`config.mk`:
```
export PLATFORM = sky130hd
export DESIGN_NAME = icw_ocw_sequencer_8259_flat
export DESIGN_NICKNAME = d
export VERILOG_FILES = /design/src/rtl/icw_ocw_sequencer_8259_if.sv /design/src/rtl/icw_ocw_sequencer_8259.sv /design/src/flat_wrapper.sv
export SDC_FILE = /design/constraint.sdc
export NUM_CORES = 1
export LEC_CHECK = 0
export ABC_AREA = 1
export CAP_MARGIN = 5
export CORE_MARGIN = 8
export CORE_UTILIZATION = 35
export DETAILED_ROUTE_END_ITERATION = 8
export DONT_BUFFER_PORTS = 1
export PLACE_DENSITY = 0.55
export SLEW_MARGIN = 40
export SYNTH_ARGS = -nofsm -noshare
export SYNTH_HDL_FRONTEND = slang
export SYNTH_SLANG_ARGS = --single-unit
```
`constraint.sdc`:
```
create_clock -name clock -period 1.85 [get_ports clock]
set_input_delay 0.37 -clock clock [delete_from_list [all_inputs] [get_ports clock]]
set_output_delay 0.37 -clock clock [all_outputs]
set_load 0.005 [all_outputs]
```
`src/rtl/icw_ocw_sequencer_8259_if.sv`:
```
// Write-side bus from the 8259 data bus control block: the shared data byte
// plus the decoded command-word write strobes (all level signals).
interface icw_ocw_sequencer_8259_if;
    logic [7:0] internal_data_bus;
    logic       write_initial_command_word_1;
    logic       write_initial_command_word_2_4;
    logic       write_operation_control_word_1;
    logic       write_operation_control_word_2;
    logic       write_operation_control_word_3;

    // Bus control side: drives data and strobes.
    modport master (
        output internal_data_bus,
        output write_initial_command_word_1,
        output write_initial_command_word_2_4,
        output write_operation_control_word_1,
        output write_operation_control_word_2,
        output write_operation_control_word_3
    );

    // Sequencer side: consumes data and strobes.
    modport slave (
        input internal_data_bus,
        input write_initial_command_word_1,
        input write_initial_command_word_2_4,
        input write_operation_control_word_1,
        input write_operation_control_word_2,
        input write_operation_control_word_3
    );
endinterface

```
`src/rtl/icw_ocw_sequencer_8259.sv`:
```
// 8259A control-word sequencer: walks ICW1..ICW4, holds configuration and
// mask registers, and turns OCW2/OCW3 writes into pulses and mode bits.
module icw_ocw_sequencer_8259 #(
    parameter logic [7:0] RESET_MASK = 8'h00
) (
    input  logic                             clock,
    input  logic                             reset,
    icw_ocw_sequencer_8259_if.slave          bus,
    output logic [1:0]                       init_state,
    output logic                             init_done,
    output logic                             level_or_edge_triggered,
    output logic                             single_or_cascade,
    output logic [4:0]                       interrupt_vector_address,
    output logic [7:0]                       cascade_device_config,
    output logic                             special_fully_nested,
    output logic                             buffered_mode,
    output logic                             buffered_master,
    output logic                             auto_eoi,
    output logic                             u8086_mode,
    output logic [7:0]                       interrupt_mask,
    output logic                             rotate_on_auto_eoi,
    output logic                             ocw2_valid,
    output logic [2:0]                       ocw2_command,
    output logic [2:0]                       ocw2_level,
    output logic                             special_mask_mode,
    output logic                             read_isr_not_irr,
    output logic                             poll_command
);

    typedef enum logic [1:0] {
        READY     = 2'd0,
        WAIT_ICW2 = 2'd1,
        WAIT_ICW3 = 2'd2,
        WAIT_ICW4 = 2'd3
    } state_t;

    state_t     state_reg, state_next;
    logic       done_next;
    logic       ic4_reg;
    logic       icw1_prev_reg, icw24_prev_reg, ocw1_prev_reg, ocw2_prev_reg, ocw3_prev_reg;
    logic       icw1_event, icw24_event, ocw1_event, ocw2_event, ocw3_event;
    logic       icw24_go, ocw1_go, ocw2_go, ocw3_go, in_ready;
    logic [7:0] data;

    assign data       = bus.internal_data_bus;
    assign init_state = state_reg;
    assign in_ready   = (state_reg == READY);

    // Rising-edge detection: a strobe held for many cycles is one write.
    assign icw1_event  = bus.write_initial_command_word_1   & ~icw1_prev_reg;
    assign icw24_event = bus.write_initial_command_word_2_4 & ~icw24_prev_reg;
    assign ocw1_event  = bus.write_operation_control_word_1 & ~ocw1_prev_reg;
    assign ocw2_event  = bus.write_operation_control_word_2 & ~ocw2_prev_reg;
    assign ocw3_event  = bus.write_operation_control_word_3 & ~ocw3_prev_reg;

    // ICW1 wins outright; OCWs only take effect once initialization is complete.
    assign icw24_go = icw24_event & ~icw1_event;
    assign ocw1_go  = ocw1_event  & ~icw1_event & in_ready;
    assign ocw2_go  = ocw2_event  & ~icw1_event & in_ready;
    assign ocw3_go  = ocw3_event  & ~icw1_event & in_ready;

    // Strobe history for the edge detectors.
    always_ff @(posedge clock or posedge reset) begin
        if (reset) begin
            icw1_prev_reg  <= 1'b0;
            icw24_prev_reg <= 1'b0;
            ocw1_prev_reg  <= 1'b0;
            ocw2_prev_reg  <= 1'b0;
            ocw3_prev_reg  <= 1'b0;
        end else begin
            icw1_prev_reg  <= bus.write_initial_command_word_1;
            icw24_prev_reg <= bus.write_initial_command_word_2_4;
            ocw1_prev_reg  <= bus.write_operation_control_word_1;
            ocw2_prev_reg  <= bus.write_operation_control_word_2;
            ocw3_prev_reg  <= bus.write_operation_control_word_3;
        end
    end

    // Initialization state register and completion flag.
    always_ff @(posedge clock or posedge reset) begin
        if (reset) begin
            state_reg <= READY;
            init_done <= 1'b0;
        end else begin
            state_reg <= state_next;
            init_done <= done_next;
        end
    end

    // Next-state logic; SNGL and IC4 come from the ICW1 latched earlier.
    always_comb begin
        state_next = state_reg;
        done_next  = init_done;
        if (icw1_event) begin
            state_next = WAIT_ICW2;
            done_next  = 1'b0;
        end else if (icw24_go) begin
            case (state_reg)
                WAIT_ICW2: begin
                    if (!single_or_cascade) begin
                        state_next = WAIT_ICW3;
                    end else if (ic4_reg) begin
                        state_next = WAIT_ICW4;
                    end else begin
                        state_next = READY;
                        done_next  = 1'b1;
                    end
                end
                WAIT_ICW3: begin
                    if (ic4_reg) begin
                        state_next = WAIT_ICW4;
                    end else begin
                        state_next = READY;
                        done_next  = 1'b1;
                    end
                end
                WAIT_ICW4: begin
                    state_next = READY;
                    done_next  = 1'b1;
                end
                default: ;
            endcase
        end
    end

    // Configuration, mask and OCW-derived registers and pulses.
    always_ff @(posedge clock or posedge reset) begin
        if (reset) begin
            level_or_edge_triggered  <= 1'b0;
            single_or_cascade        <= 1'b0;
            ic4_reg                  <= 1'b0;
            interrupt_vector_address <= 5'd0;
            cascade_device_config    <= 8'd0;
            special_fully_nested     <= 1'b0;
            buffered_mode            <= 1'b0;
            buffered_master          <= 1'b0;
            auto_eoi                 <= 1'b0;
            u8086_mode               <= 1'b0;
            interrupt_mask           <= RESET_MASK;
            rotate_on_auto_eoi       <= 1'b0;
            ocw2_valid               <= 1'b0;
            ocw2_command             <= 3'd0;
            ocw2_level               <= 3'd0;
            special_mask_mode        <= 1'b0;
            read_isr_not_irr         <= 1'b0;
            poll_command             <= 1'b0;
        end else begin
            ocw2_valid   <= 1'b0;
            poll_command <= 1'b0;
            if (icw1_event) begin
                level_or_edge_triggered <= data[3];
                single_or_cascade       <= data[1];
                ic4_reg                 <= data[0];
                cascade_device_config   <= 8'd0;
                {special_fully_nested, buffered_mode, buffered_master,
                 auto_eoi, u8086_mode}  <= 5'd0;
                interrupt_mask          <= RESET_MASK;
                rotate_on_auto_eoi      <= 1'b0;
                special_mask_mode       <= 1'b0;
                read_isr_not_irr        <= 1'b0;
            end else begin
                if (icw24_go) begin
                    case (state_reg)
                        WAIT_ICW2: interrupt_vector_address <= data[7:3];
                        WAIT_ICW3: cascade_device_config    <= data;
                        WAIT_ICW4: {special_fully_nested, buffered_mode, buffered_master,
                                    auto_eoi, u8086_mode} <= data[4:0];
                        default: ;
                    endcase
                end
                if (ocw1_go) begin
                    interrupt_mask <= data;
                end
                if (ocw2_go) begin
                    ocw2_valid   <= 1'b1;
                    ocw2_command <= data[7:5];
                    ocw2_level   <= data[2:0];
                    if (data[7:5] == 3'b100) begin
                        rotate_on_auto_eoi <= 1'b1;
                    end else if (data[7:5] == 3'b000) begin
                        rotate_on_auto_eoi <= 1'b0;
                    end
                end
                if (ocw3_go) begin
                    if (data[6]) begin
                        special_mask_mode <= data[5];
                    end
                    if (data[1]) begin
                        read_isr_not_irr <= data[0];
                    end
                    poll_command <= data[2];
                end
            end
        end
    end

endmodule

```
`src/flat_wrapper.sv`:
```
// flat-port wrapper written by rule: the top's interface ports become plain ports
module icw_ocw_sequencer_8259_flat 
#(
    parameter logic [7:0] RESET_MASK = 8'h00
)
  (clock, reset, init_state, init_done, level_or_edge_triggered, single_or_cascade, interrupt_vector_address, cascade_device_config, special_fully_nested, buffered_mode, buffered_master, auto_eoi, u8086_mode, interrupt_mask, rotate_on_auto_eoi, ocw2_valid, ocw2_command, ocw2_level, special_mask_mode, read_isr_not_irr, poll_command, bus_internal_data_bus, bus_write_initial_command_word_1, bus_write_initial_command_word_2_4, bus_write_operation_control_word_1, bus_write_operation_control_word_2, bus_write_operation_control_word_3);
  icw_ocw_sequencer_8259_if bus_i ();
  input  logic clock;
  input  logic reset;
  output logic [1:0] init_state;
  output logic init_done;
  output logic level_or_edge_triggered;
  output logic single_or_cascade;
  output logic [4:0] interrupt_vector_address;
  output logic [7:0] cascade_device_config;
  output logic special_fully_nested;
  output logic buffered_mode;
  output logic buffered_master;
  output logic auto_eoi;
  output logic u8086_mode;
  output logic [7:0] interrupt_mask;
  output logic rotate_on_auto_eoi;
  output logic ocw2_valid;
  output logic [2:0] ocw2_command;
  output logic [2:0] ocw2_level;
  output logic special_mask_mode;
  output logic read_isr_not_irr;
  output logic poll_command;
  input wire logic [$bits(bus_i.internal_data_bus)-1:0] bus_internal_data_bus;
  input wire logic [$bits(bus_i.write_initial_command_word_1)-1:0] bus_write_initial_command_word_1;
  input wire logic [$bits(bus_i.write_initial_command_word_2_4)-1:0] bus_write_initial_command_word_2_4;
  input wire logic [$bits(bus_i.write_operation_control_word_1)-1:0] bus_write_operation_control_word_1;
  input wire logic [$bits(bus_i.write_operation_control_word_2)-1:0] bus_write_operation_control_word_2;
  input wire logic [$bits(bus_i.write_operation_control_word_3)-1:0] bus_write_operation_control_word_3;
  assign bus_i.internal_data_bus = bus_internal_data_bus;
  assign bus_i.write_initial_command_word_1 = bus_write_initial_command_word_1;
  assign bus_i.write_initial_command_word_2_4 = bus_write_initial_command_word_2_4;
  assign bus_i.write_operation_control_word_1 = bus_write_operation_control_word_1;
  assign bus_i.write_operation_control_word_2 = bus_write_operation_control_word_2;
  assign bus_i.write_operation_control_word_3 = bus_write_operation_control_word_3;
  icw_ocw_sequencer_8259 #(.RESET_MASK(RESET_MASK)) u_core (.clock(clock), .reset(reset), .bus(bus_i), .init_state(init_state), .init_done(init_done), .level_or_edge_triggered(level_or_edge_triggered), .single_or_cascade(single_or_cascade), .interrupt_vector_address(interrupt_vector_address), .cascade_device_config(cascade_device_config), .special_fully_nested(special_fully_nested), .buffered_mode(buffered_mode), .buffered_master(buffered_master), .auto_eoi(auto_eoi), .u8086_mode(u8086_mode), .interrupt_mask(interrupt_mask), .rotate_on_auto_eoi(rotate_on_auto_eoi), .ocw2_valid(ocw2_valid), .ocw2_command(ocw2_command), .ocw2_level(ocw2_level), .special_mask_mode(special_mask_mode), .read_isr_not_irr(read_isr_not_irr), .poll_command(poll_command));
endmodule
```
==> summary.txt, run 1 <==
Drt
  • Post-route ant nets: 0
  • Drt total wl: 4820 um
  • DR vias/cell: 4.85
  • DR WL/cell: 16.9 um
  • 1st-pass router iterations: 6
  • Routed via count: 1388
  • Initial DRC Count: 57
  • Post-route DRC violation count: 0

STA
  • Final hold viol count: 0
  • Post-route setup TNS: 0 ps
  • Final setup fails: 0
  • Max_slew headroom: 70.2%
  • Worst-Margin Slew: 447 ps
  • Pins Over Slew Limit: 0
  • RSZ-0062 raised after global routing: no
  • Final cycle utilization of the critical path: 73.9%
  • Worst Clk Skew: 3.83 ps
  • Final WS setup: 483 ps
  • Hold slack: 102 ps
  • Period minus WS final: 1370 ps
  • Max frequency: 732 MHz

Clock tree
  • CTS Buffer Depth: 2
  • CTS tree: yes
  • H-tree levels: 2
  • Post-CTS resize count: 0
  • Worst-Skew Late Latency: about 290 ps
  • CTS Buf Count: 5
  • Clock sinks: 48
  • Worst-path clk slew: 80 ps
  • Post-CTS setup buffer count: 0
  • Root buf cell: clkbuf_8
  • CTS Hold Bufs: 1

Critical path
  • RR Startpoint: u_core.init_state[1]$_DFFE_PP0P_
  • Crit path arrival time: 1550 ps
  • Req. time, crit path: around 2000 ps
  • Slowest stage delay, CP: 490 ps
  • Setup crit end kind: flop
  • Worst setup SP type: flop
  • CP cell instances: nor2_4, nand3_2, nand2_1, nand2_1, nand2_1, nand2_1
  • CP delay by family, top: simple AND/OR/NAND/NOR gates
  • Highest-delay cell along the critical path: dfrtp_1
  • R2r setup slk: 480 ps
  • Setup CP Type: flop to flop
  • Worst r2r path cells: 6
  • Worst-path fanout max: 14
  • CP bufs+invs: 0
  • Most frequent CP cell: nand2_1
  • R2r endpoint: u_core.rotate_on_auto_eoi$_DFFE_PP0P_

Yosys
  • Compound-Gate Fraction of Synth Area: 12.2%
  • Post-synthesis xor/xnor area fraction: 0%
  • Adder-cell area share of the yosys netlist: 0%
  • Synth Area per Inst: 9.54 um2
  • Async set-reset flop share out of synthesis: 100%
  • Library cells used by synthesis: 23
  • Netlist area before placement: 1990 um2
  • Simple-gate area share of the yosys netlist: between 20% and 30%
  • Post-synthesis mux area share: 0%
  • Top cells by count, synth: nand2_1 (54), dfrtp_1 (48), inv_1 (22), nand3_1 (17), o21ai_0 (17)
  • Synth warn: 0
  • Area leader, netlist: dfrtp_1
  • Most frequent cell after synthesis: nand2_1
  • Main synth FF type: dfrtp_1
  • Register bit total from synthesis: 48
  • Largest family of logic cells by synthesized area: simple AND/OR/NAND/NOR gates
  • Number of flops mapped to enable cells by yosys: 0
  • Mapped Cells: approximately 210
  • Proportion of netlist area held by the largest area contributor: 60.2%
  • Seq/Total Area, Yosys: around 60%
  • Synth top area cells: dfrtp_1 (60%), nand2_1 (10%), nand3_1 (4.3%), o21ai_0 (4.3%), inv_1 (4.1%)
  • Syn_nets: 224

Placement
  • DP Worst Slack: around 490 ps
  • Detailed Place HPWL: 3680 um
  • Port bufs: 0
  • GP Congestion: 0.832
  • Placed cell area: 2080 um2

Floorplanning
  • IO Pins: 57
  • Die X: 91.5 um
  • Die area: 8370 um2
  • Core area: 5510 um2
  • Core Rows: 27
  • Starting Density: 36.2%
  • Die Height: ~91 um

Min path
  • Hold_sp: bus_write_operation_control_word_3
  • Hold WC Path Type: input pin to flop
  • Hold depth: 0
  • Hold EP: u_core.ocw3_prev_reg$_DFF_PP0_

Layout
  • Layout cell share with drive strength beyond 1: 15.0%
  • Largest regs: u_core.cascade_device_config x8, u_core.interrupt_mask x8, u_core.interrupt_vector_address x5
  • Multi-input combinational cell area: 666 um2
  • Fin nets: 229
  • Filler cell count: 566
  • Seq. cell area: 1200 um2
  • Ant. Diodes: 0
  • Fin area: 2180 um2
  • Area Overhead vs Synth: 9.54%

GRT
  • Initial antenna violation count: 0
  • Total grt overflow: 0
  • Largest net degree at the start of global routing: 30
  • Vias in the first global route: 1338
  • First-pass GRT wire length: 7690 um
  • Gr usage total: 11.7%

Pwr
  • Peak VDD IR: 0.502 mV
  • Cell leakage power: 1.11 nW
  • Pwr/cell area: 1180 nW/um2
  • Tot Pwr: 2.57 mW

Outcome
  • Status: finished, final reports clean

Run
  • Max-cap violations: 0
==> area by class of cell <==
class	count	share of cell area, %
tap	72	4.12
timing repair buffer	4	2.06
sequential	48	55.0
multi-input combinational	132	30.5
inverter	23	3.95
clock buffer	7	4.41
==> kinds of logic (layout without fill, tap and decap cells) <==
| family | after synthesis | in the layout |
|---|---|---|
| and+or+nand+nor | 91 | 91 |
| buffers and inverters | 29 | 34 |
| DFF | 48 | 48 |
| AOI/OAI and AO/OA | 41 | 41 |
==> metrics by stage <==
| stage | cells | util (%) |
|---|---|---|
| after floorplan | 209 | - |
| after global placement | 278 | 37.7 |
| after detailed placement | 278 | 37.7 |
| after CTS | 286 | 39.7 |
| after global routing | 286 | 39.7 |
| final | 286 | 39.7 |
==> routing by layer <==
layer	GRT usage, %	vias up	share of wire, %
li1	-	685	-
met1	14.7	647	43
met2	16.6	52	43
met3	6.83	4	13
met4	3.27	0	0.71
met5	0	-	0
==> how the worst max path moves through the flow <==
stage	startpoint	endpoint	slack, ps	cells past startpoint
2_1_floorplan	reset	u_core.auto_eoi$_DFFE_PP0P_	340	1
6_report	u_core.init_state[1]$_DFFE_PP0P_	u_core.rotate_on_auto_eoi$_DFFE_PP0P_	480	6
4_1_cts	u_core.init_state[1]$_DFFE_PP0P_	u_core.rotate_on_auto_eoi$_DFFE_PP0P_	460	6
3_3_place_gp	bus_write_initial_command_word_1	u_core.interrupt_vector_address[4]$_DFFE_PP0P_	510	5
5_1_grt	u_core.init_state[1]$_DFFE_PP0P_	u_core.rotate_on_auto_eoi$_DFFE_PP0P_	320	6
3_5_place_dp	u_core.init_state[1]$_DFFE_PP0P_	u_core.rotate_on_auto_eoi$_DFFE_PP0P_	490	6
==> power breakdown <==
part           internal (mW)  switching [mW]  total [mW]
Combinational          0.163           0.259       0.422
Sequential              1.28           0.219        1.50
Clock                  0.333           0.314       0.647
Total                   1.78           0.792        2.57
==> layout by cell type (no fill, tap or decap), drive strengths merged <==
cell type,netlist,routed
nand3b,2,2
inv,23,23
dfrtp,48,48
nor3,1,1
nand3,19,19
clkbuf,1,7
nand2,58,58
dlygate4sd3,0,1
o21ai,37,37
nor2,10,10
nand4,1,1
buf,5,3
a21oi,3,3
o22ai,1,1
Note: power is estimated with default switching activity, not from simulation.
==> run 2, diff against run 1 <==
Settings changed: PLACE_DENSITY 0.55 to 0.57.
Clock period 1.85 ns to 1.2 ns, I/O delays scaled along.
==> summary.txt, run 2 (same netlist as run 1, synthesis figures left out) <==
Outcome
  • Status: finished, violations left
  • Violated checks: negative setup slack

Layout
  • Fin nets: 252 (+10%)
  • Area Overhead vs Synth: 25.9%
  • Largest regs: u_core.cascade_device_config x8, u_core.interrupt_mask x8, u_core.interrupt_vector_address x5
  • Fin area: 2510 um2 (+15%)
  • Final std cells w/o fill: 310 (+8.4%)
  • Highest-count cells in the layout ignoring fill and taps: dfrtp_1 (46), nand2_1 (45), inv_1 (19)
  • Layout cell share with drive strength beyond 1: 29.0% (+14 points)
  • Most common cell after layout, fill and taps aside: dfrtp_1
  • Ant. Diodes: 0 (unchanged)
  • Core Util, Final: 45.6% (+5.9 points)

Pwr
  • Combinational share of power: 19.8% (+3.4 points)
  • Switching pwr: 1.34 mW (+69%)
  • Internal power: 3.00 mW (+68%)
  • Cell leakage power: 1.24 nW (+12%)
  • Peak VDD IR: 0.525 mV (+4.5%)
  • Power share of the sequential group: 53.9% (-4.5 points)
  • Clock power share: 26.3% (+1.1 points)
  • Tot Pwr: 4.33 mW (+69%)
  • Pwr/cell area: 1730 nW/um2 (+47%)
  • Net Sw Frac: 30.8% (about the same)

Drt
  • 1st-pass router iterations: 4 (-2)
  • Drt total wl: 5090 um (+5.5%)
  • DR vias/cell: 4.78 (-1.6%)
  • Post-route DRC violation count: 0 (unchanged)
  • Routed via count: 1481 (+6.7%)
  • Initial DRC Count: 47 (-18%)
  • DR WL/cell: 16.4 um (-2.7%)
  • Post-route ant nets: 0 (unchanged)

Critical path
  • Crit path arrival time: 1390 ps (-160 ps)
  • Worst-path fanout max: 8 (-6)
  • RR Startpoint: u_core.init_state[1]$_DFFE_PP0P_
  • Worst setup SP type: flop
  • Setup crit end kind: flop
  • Setup CP Type: flop to flop
  • Worst Setup SP: u_core.init_state[1]$_DFFE_PP0P_
  • Req. time, crit path: 1380 ps (-660 ps)

STA
  • Final setup fails: 2 (+2)
  • Max_slew headroom: 74.7% (+4.6 points)
  • Final hold viol count: 0 (unchanged)
  • Max frequency: 828 MHz (+13%)
  • Worst-Margin Slew: 378 ps (-68.7 ps)
  • Pins Over Slew Limit: 0 (unchanged)
  • RSZ-0062 raised after global routing: yes
  • Post-route setup TNS: -8.09 ps (-8.09 ps)
  • Hold slack: 76.2 ps (-25.3 ps)
  • Worst Clk Skew: 4.51 ps (+0.684 ps)
  • Final WS setup: -8.02 ps (-491 ps)
  • Final cycle utilization of the critical path: 101% (+27 points)
  • Period minus WS final: 1210 ps (-159 ps)

Clock tree
  • Worst-Skew Late Latency: 300 ps (about the same)
  • Clock sinks: 48 (unchanged)
  • CTS tree: yes
  • CTS Buf Count: 5 (unchanged)
  • Worst-path clk slew: 80 ps (about the same)
  • Root buf cell: clkbuf_8
  • CTS Buffer Depth: 2 (unchanged)
  • H-tree levels: 2 (unchanged)

Floorplanning
  • Die Height: 91.5 um (unchanged)
  • Core area: 5510 um2 (unchanged)
  • Die area: 8370 um2 (unchanged)
  • Core Rows: 27 (unchanged)
  • Starting Density: 36.2% (unchanged)
  • Die X: 91.5 um (unchanged)
  • IO Pins: 57 (unchanged)

Placement
  • GP Congestion: 0.797 (-4.3%)
  • Placed Instances: 292 (+5.0%)
  • Port bufs: 0 (unchanged)
  • DP Worst Slack: -97.1 ps (-587 ps)
  • Placed cell area: 2210 um2 (+6.4%)
  • Detailed Place HPWL: 3700 um (+0.44%)

Min path
  • Hold_sp: bus_internal_data_bus[4]
  • Hold WC Path Type: input pin to flop

GRT
  • Vias in the first global route: 1524 (+14%)
  • Initial antenna violation count: 0 (unchanged)
  • Largest net degree at the start of global routing: 21 (-30%)
  • First-pass GRT wire length: 8200 um (+6.6%)
  • Total grt overflow: 0 (unchanged)
  • Gr usage total: 12.3% (+0.54 points)

Run
  • Max-cap violations: 0 (unchanged)
-- run 2: cell count changes in the layout (fill, tap and decap cells not counted), sizes merged --
| cell | previous run | this run |
|---|---|---|
| clkinvlp | 0 | 1 |
| buf | 3 | 19 |
| nand2 | 58 | 59 |
| clkinv | 0 | 1 |
| inv | 23 | 22 |
| nand3b | 2 | 3 |
| dlygate4sd3 | 1 | 6 |
| bufinv | 0 | 1 |
| clkbuf | 7 | 6 |
-- run 2: final timing paths --
kind / to / slack [ps] / cells past startpoint
max: u_core.interrupt_mask[0]$_DFFE_PP0P_ / -8 / 5
max in group asynchronous: u_core.interrupt_vector_address[0]$_DFFE_PP0P_ / 390 / 3
min: u_core.interrupt_vector_address[1]$_DFFE_PP0P_ / 80 / 2
min reg2reg: u_core.init_done$_DFFE_PP0P_ / 520 / 2
min in group asynchronous: u_core.u8086_mode$_DFFE_PP0P_ / 400 / 2
max reg2reg: u_core.interrupt_mask[0]$_DFFE_PP0P_ / -8 / 5
-- run 2: cell type report --
class | count | area, um2
fillers | 528 | 3000
inverters | 23 | 90.1
clock buffers | 6 | 72.6
clock inverters | 2 | 35.0
flip-flops and latches | 48 | 1200
repair buffers | 25 | 259
multi-input cells | 134 | 761
well taps | 72 | 90.1
-- run 2: layer usage --
metal,track usage [%],vias up,share of wire (%)
li1,-,734,-
met1,14.0,700,40
met2,19.3,43,47
met3,6.17,4,11
met4,4.50,0,1.1
met5,0,-,0
-- run 2: worst max-delay path, cell delays in order, from the launching register on --
cell and delay (ps):
dfrtp_2 480, nor2_4 150, buf_6 150, nand3b_4 140
nand3_1 100, o21ai_0 70
-- run 2: power groups by stage --
stage	Sequential, mW	Combinational (mW)	Clock (mW)
after floorplan	2.24	0.552	0
after CTS	2.35	0.818	1.18
after global placement	2.37	0.730	0
after global routing	2.41	0.990	1.25
after detailed placement	2.37	0.747	0
final	2.34	0.857	1.14
-- run 2: what timing repair did --
item	CTS	global route
resized for setup	8	24
endpoints found under the hold margin	18	0
hold buffers	6	0
pin swaps	2	3
gates cloned	1	1
endpoints found under the setup margin	29	37
buffers inserted	1	1
